===== config.mk =====
export PLATFORM = sky130hd
export DESIGN_NAME = noc_packet_injector
export DESIGN_NICKNAME = d
export VERILOG_FILES = /design/src/rtl/noc_packet_injector.sv
export SDC_FILE = /design/constraint.sdc
export NUM_CORES = 1
export LEC_CHECK = 0
export CAP_MARGIN = 20
export CORE_MARGIN = 4
export CORE_UTILIZATION = 30
export DETAILED_ROUTE_END_ITERATION = 8
export MAX_ROUTING_LAYER = met4
export PLACE_DENSITY = 0.54
export SYNTH_ARGS = -nofsm -noshare
export SYNTH_HDL_FRONTEND = slang
export SYNTH_SLANG_ARGS = --single-unit

===== constraint.sdc =====
create_clock -name clk -period 2.4 [get_ports clk]
set_input_delay 0.6 -clock clk [delete_from_list [all_inputs] [get_ports clk]]
set_output_delay 0.6 -clock clk [all_outputs]
set_load 0.05 [all_outputs]

===== src/rtl/noc_packet_injector.sv =====
// Network-interface source stage: turns a packet request plus a payload word
// stream into head/body/tail flits for a router's local injection port.
module noc_packet_injector #(
    parameter int XW   = 2,
    parameter int LENW = 8,
    parameter int CNTW = 16
) (
    input  logic            clk,
    input  logic            rst,
    input  logic [XW-1:0]   my_xpos,
    input  logic [XW-1:0]   my_ypos,
    input  logic            req_valid,
    output logic            req_ready,
    input  logic [XW-1:0]   req_dst_x,
    input  logic [XW-1:0]   req_dst_y,
    input  logic            req_vch,
    input  logic [LENW-1:0] req_len,
    input  logic            pl_valid,
    output logic            pl_ready,
    input  logic [31:0]     pl_data,
    output logic [34:0]     odata,
    output logic            ovalid,
    output logic            ovch,
    input  logic [1:0]      ordy,
    output logic            busy,
    output logic [CNTW-1:0] pkt_cnt
);

    localparam logic [0:0] S_IDLE = 1'b0;
    localparam logic [0:0] S_BODY = 1'b1;

    localparam logic [2:0] T_HEAD = 3'b001;
    localparam logic [2:0] T_BODY = 3'b010;
    localparam logic [2:0] T_TAIL = 3'b011;
    localparam logic [2:0] T_HT   = 3'b100;

    logic [0:0]      state;
    logic [LENW-1:0] words_left;
    logic            vch_q;
    logic            accept;
    logic            out_free;
    logic            req_fire;
    logic            pl_fire;
    logic            last_out;
    logic [31:0]     head_data;

    assign accept   = ovalid & ordy[ovch];
    // The output register can take a new flit if it is empty or draining this cycle.
    assign out_free = ~ovalid | accept;

    assign req_ready = ~rst & (state == S_IDLE) & out_free;
    assign pl_ready  = ~rst & (state == S_BODY) & out_free;
    assign req_fire  = req_valid & req_ready;
    assign pl_fire   = pl_valid & pl_ready;

    assign last_out = (odata[34:32] == T_TAIL) | (odata[34:32] == T_HT);
    assign busy     = (state == S_BODY) | ovalid;

    always_comb begin
        head_data = '0;
        head_data[LENW+4*XW-1:0] = {req_len, my_ypos, my_xpos, req_dst_y, req_dst_x};
    end

    always_ff @(posedge clk or posedge rst) begin
        if (rst) begin
            state      <= S_IDLE;
            words_left <= '0;
            vch_q      <= 1'b0;
            odata      <= '0;
            ovalid     <= 1'b0;
            ovch       <= 1'b0;
            pkt_cnt    <= '0;
        end else begin
            if (req_fire) begin
                odata      <= {(req_len == '0) ? T_HT : T_HEAD, head_data};
                ovalid     <= 1'b1;
                ovch       <= req_vch;
                vch_q      <= req_vch;
                words_left <= req_len;
                state      <= (req_len != '0) ? S_BODY : S_IDLE;
            end else if (pl_fire) begin
                odata      <= {(words_left > LENW'(1)) ? T_BODY : T_TAIL, pl_data};
                ovalid     <= 1'b1;
                ovch       <= vch_q;
                words_left <= words_left - LENW'(1);
                if (words_left <= LENW'(1))
                    state <= S_IDLE;
            end else if (accept) begin
                ovalid <= 1'b0;
            end

            if (accept && last_out)
                pkt_cnt <= pkt_cnt + CNTW'(1);
        end
    end

endmodule


==> results.json <==
{
  "synth_top_family_by_area": "compound AO/OA/AOI/OAI gates",
  "hold_class": "reg -> reg",
  "cts_tree": "done",
  "yosys.area.top_type": "dfrtp_1",
  "design_area_mm2": 0.00443,
  "drt_iter0_markers": 123,
  "wire_per_inst_um": 15.1,
  "core_mm2": 0.00928,
  "antenna_found_initial": 0,
  "synth-xor-area-share_pct": 4.56,
  "vias_per_cell": 4.88,
  "finalCriticalPeriod_ps": 2330,
  "drc": 0,
  "crit_arrival_ps": 1730,
  "initial_core_util_pct": 31.1,
  "report.final.setup_viol": 0,
  "critPathTopFamily": "buffers and inverters",
  "syn_area_mm2": 0.00288,
  "synth_simple_gate_area_share_pct": 12.1,
  "synthAdderAreaFrac_pct": 1.30,
  "maxSlewHeadroom_pct": 63.7,
  "row_count": 35,
  "finalCritPeriodShare_pct": 96.9,
  "cp_num_buf_inv": 2,
  "cp.required_ps": 1800,
  "syn_inst": 261,
  "grt-ovfl-total": 0,
  "cpMaxStageDelayCell": "clkdlybuf4s50_1",
  "finClkSkew_ps": 13.3,
  "rsz0062_at_grt": "no",
  "tns_ps": 0,
  "fp.dieArea_mm2": 0.0112,
  "grt_pass1_vias": 2563,
  "fin_nets": 446,
  "grt_util_all_layers_pct": 15.0,
  "ys_types": 44,
  "numCtsBuffers": 9,
  "placed_area_mm2": 0.00426,
  "hold_violations": 0,
  "max_freq_ghz": 0.430,
  "hpwlAfterDp_mm": 5.88,
  "root_buffer": "clkbuf_8",
  "die_w_um": 106,
  "clk_pin_slew_worst_paths_ps": 80,
  "cellPowerDensity_mw_per_mm2": 1250,
  "synth_area_leaders": "dfrtp_1 (55%), a22o_1 (5.2%), nand2_1 (3.6%)",
  "drive_gt1_share_pct": 13.0,
  "synth_warnings": 0,
  "synth_nets": 319,
  "via_count": 2549,
  "clk_latency_ps": 330,
  "leakage_uw": 0.00186,
  "numPortBuffers": 110,
  "end_kind": "output pin",
  "cts.sinks": 63,
  "die_h_um": 106,
  "drt_first_pass_iters": 4,
  "routed_wl_mm": 7.90,
  "grt_max_degree": 34,
  "area_growth_pct": 53.7,
  "synth-compound-area-share_pct": 19.4,
  "h-tree-depth": 3,
  "slowest_delay_ps": 440,
  "io_pins": 111,
  "slew_violations": 0,
  "gp_congestion": 0.796,
  "n_antenna_cell": 0,
  "ys_ff_latch": 63,
  "status": "finished clean",
  "drv_cap": 0,
  "ant_nets": 0,
  "worstSetupPathType": "in -> out",
  "clockBufferDepth": 2,
  "seq_area_frac_synth_pct": 54.7,
  "grt_pass1_wl_mm": 13.1,
  "start_kind": "input port",
  "synthMuxAreaShare_pct": 4.30,
  "worst-slew-pin-transition_ps": 543,
  "syn_avg_cell_area_um2": 11.0,
  "peakVddDrop_uv": 595,
  "yosysTopAreaCellShare_pct": 54.7,
  "crit_chain": "clkdlybuf4s50_1 -> mux2i_4 -> a21oi_2 -> and2_1 -> buf_12",
  "crit_fanout": 3
}
[flip-flops by register name, indices dropped and copies added (netlist names)]
signal      flops
odata          35
vch_q           1
ovalid          1
state           1
ovch            1
words_left      8
pkt_cnt        16
[final timing paths]
kind	to	slack, ps	startpoint	cells after the start
hold / removal	pkt_cnt[15]	470	pkt_cnt[15]	1
setup / recovery	pl_ready	70	ordy[1]	5
min in group asynchronous	words_left[2]	780	rst	3
max in group asynchronous	odata[25]	1060	rst	4
setup reg to reg	odata[0]	590	ovch	6
hold reg to reg	pkt_cnt[15]	470	pkt_cnt[15]	1
[cells by family after synthesis]
| group | after synthesis |
|---|---|
| DFF | 63 |
| buffers and inverters | 24 |
| muxes | 11 |
| and+or+nand+nor | 69 |
| adders and majority gates | 3 |
| xor gates and xnor gates | 15 |
| AOI/OAI and AO/OA | 76 |
[synth_stat cells]
cell type / n
mux2i_4: 1
dfrtp_1: 63
nand2b_1: 1
xor2_1: 3
a32oi_1: 3
a2bb2oi_1: 1
o21ai_1: 18
nor2_1: 5
nor2b_1: 2
a21oi_1: 2
and2_1: 2
nand3b_1: 1
inv_1: 9
a22o_1: 17
a211o_1: 1
and4_1: 2
nand2_1: 28
a22oi_1: 10
a31oi_1: 3
mux2_1: 1
a31o_2: 1
a41oi_1: 3
ha_1: 3
nor3_1: 1
or3_1: 1
o22ai_1: 1
nand3_1: 8
nand4_1: 7
or3b_1: 1
clkbuf_1: 8
a21o_1: 3
a211oi_4: 1
or2_2: 1
and3_1: 5
a211oi_2: 3
nor4_1: 3
buf_2: 6
o211ai_1: 1
xnor2_1: 12
o21ai_0: 7
mux2i_1: 9
buf_6: 1
a221o_1: 1
nor3b_1: 1
[final cells by class]
class / instances / area, um2
fillers: 897 / 4850
flip-flops and latches: 63 / 1580
repair buffers: 131 / 1290
multi-input cells: 174 / 1210
well taps: 129 / 161
clock buffers: 10 / 128
clock inverters: 6 / 37.5
inverters: 9 / 33.8
[worst reg2reg max path, delay by kind of cell (launching register included)]
family / cells / cell delay [ps]
buf+inv: 2 / 450
compound gates: 2 / 390
flops: 1 / 440
mux: 2 / 420
[metrics by stage]
| step | setup WS, ps | power [uW] | utilization, % | hold slack (ps) | instances |
|---|---|---|---|---|---|
| detailed placement | 24.8 | 4820 | 45.9 | 465 | 506 |
| global route | 21.3 | 5900 | 47.7 | 512 | 522 |
| global placement | 47.8 | 4790 | 45.9 | 460 | 506 |
| finish | 74.6 | 5560 | 47.7 | 470 | 522 |
| floorplan | 81.4 | 3690 | - | 465 | 261 |
| CTS | 43.1 | 5640 | 47.7 | 476 | 522 |
[repair_timing]
action / CTS / global route
gates resized for setup: 0 / 1
hold buffers: 0 / 0
buffers inserted: 0 / 0
setup endpoints to repair: 0 / 1
[placed cells by master (no fill, tap or decap), types with 2 or more instances in the layout]
| master | n |
|---|---|
| clkinvlp_4 | 3 |
| a31oi_1 | 3 |
| nor2_1 | 4 |
| xnor2_1 | 12 |
| o21ai_0 | 7 |
| a22o_1 | 17 |
| clkinv_2 | 3 |
| and2_1 | 2 |
| nor2b_1 | 2 |
| and3_1 | 5 |
| clkdlybuf4s50_1 | 106 |
| dfrtp_1 | 62 |
| ha_1 | 3 |
| buf_12 | 3 |
| a32oi_1 | 3 |
| a41oi_1 | 3 |
| xor2_1 | 3 |
| inv_1 | 8 |
| mux2i_1 | 9 |
| and4_1 | 2 |
| nand4_1 | 7 |
| nand2_1 | 28 |
| a211oi_2 | 3 |
| nand3_1 | 8 |
| nor4_1 | 3 |
| buf_4 | 22 |
| clkbuf_8 | 9 |
| a22oi_1 | 10 |
| o21ai_1 | 18 |
| a21o_1 | 3 |
[report_power, final]
| part | internal [uW] | switching, uW |
|---|---|---|
| combinational | 1100 | 1900 |
| clock | 369 | 414 |
| sequential | 1460 | 309 |
| total | 2940 | 2620 |
[routing by layer]
| layer | up-vias | share of wire, % | GRT usage, % |
|---|---|---|---|
| met3 | 10 | 5.4 | 3.10 |
| met1 | 1238 | 47 | 20.0 |
| li1 | 1211 | - | - |
| met4 | 0 | 1.4 | 5.55 |
| met5 | - | 0 | - |
| met2 | 90 | 46 | 22.5 |
No activity file was read; power rests on OpenSTA's default activity.
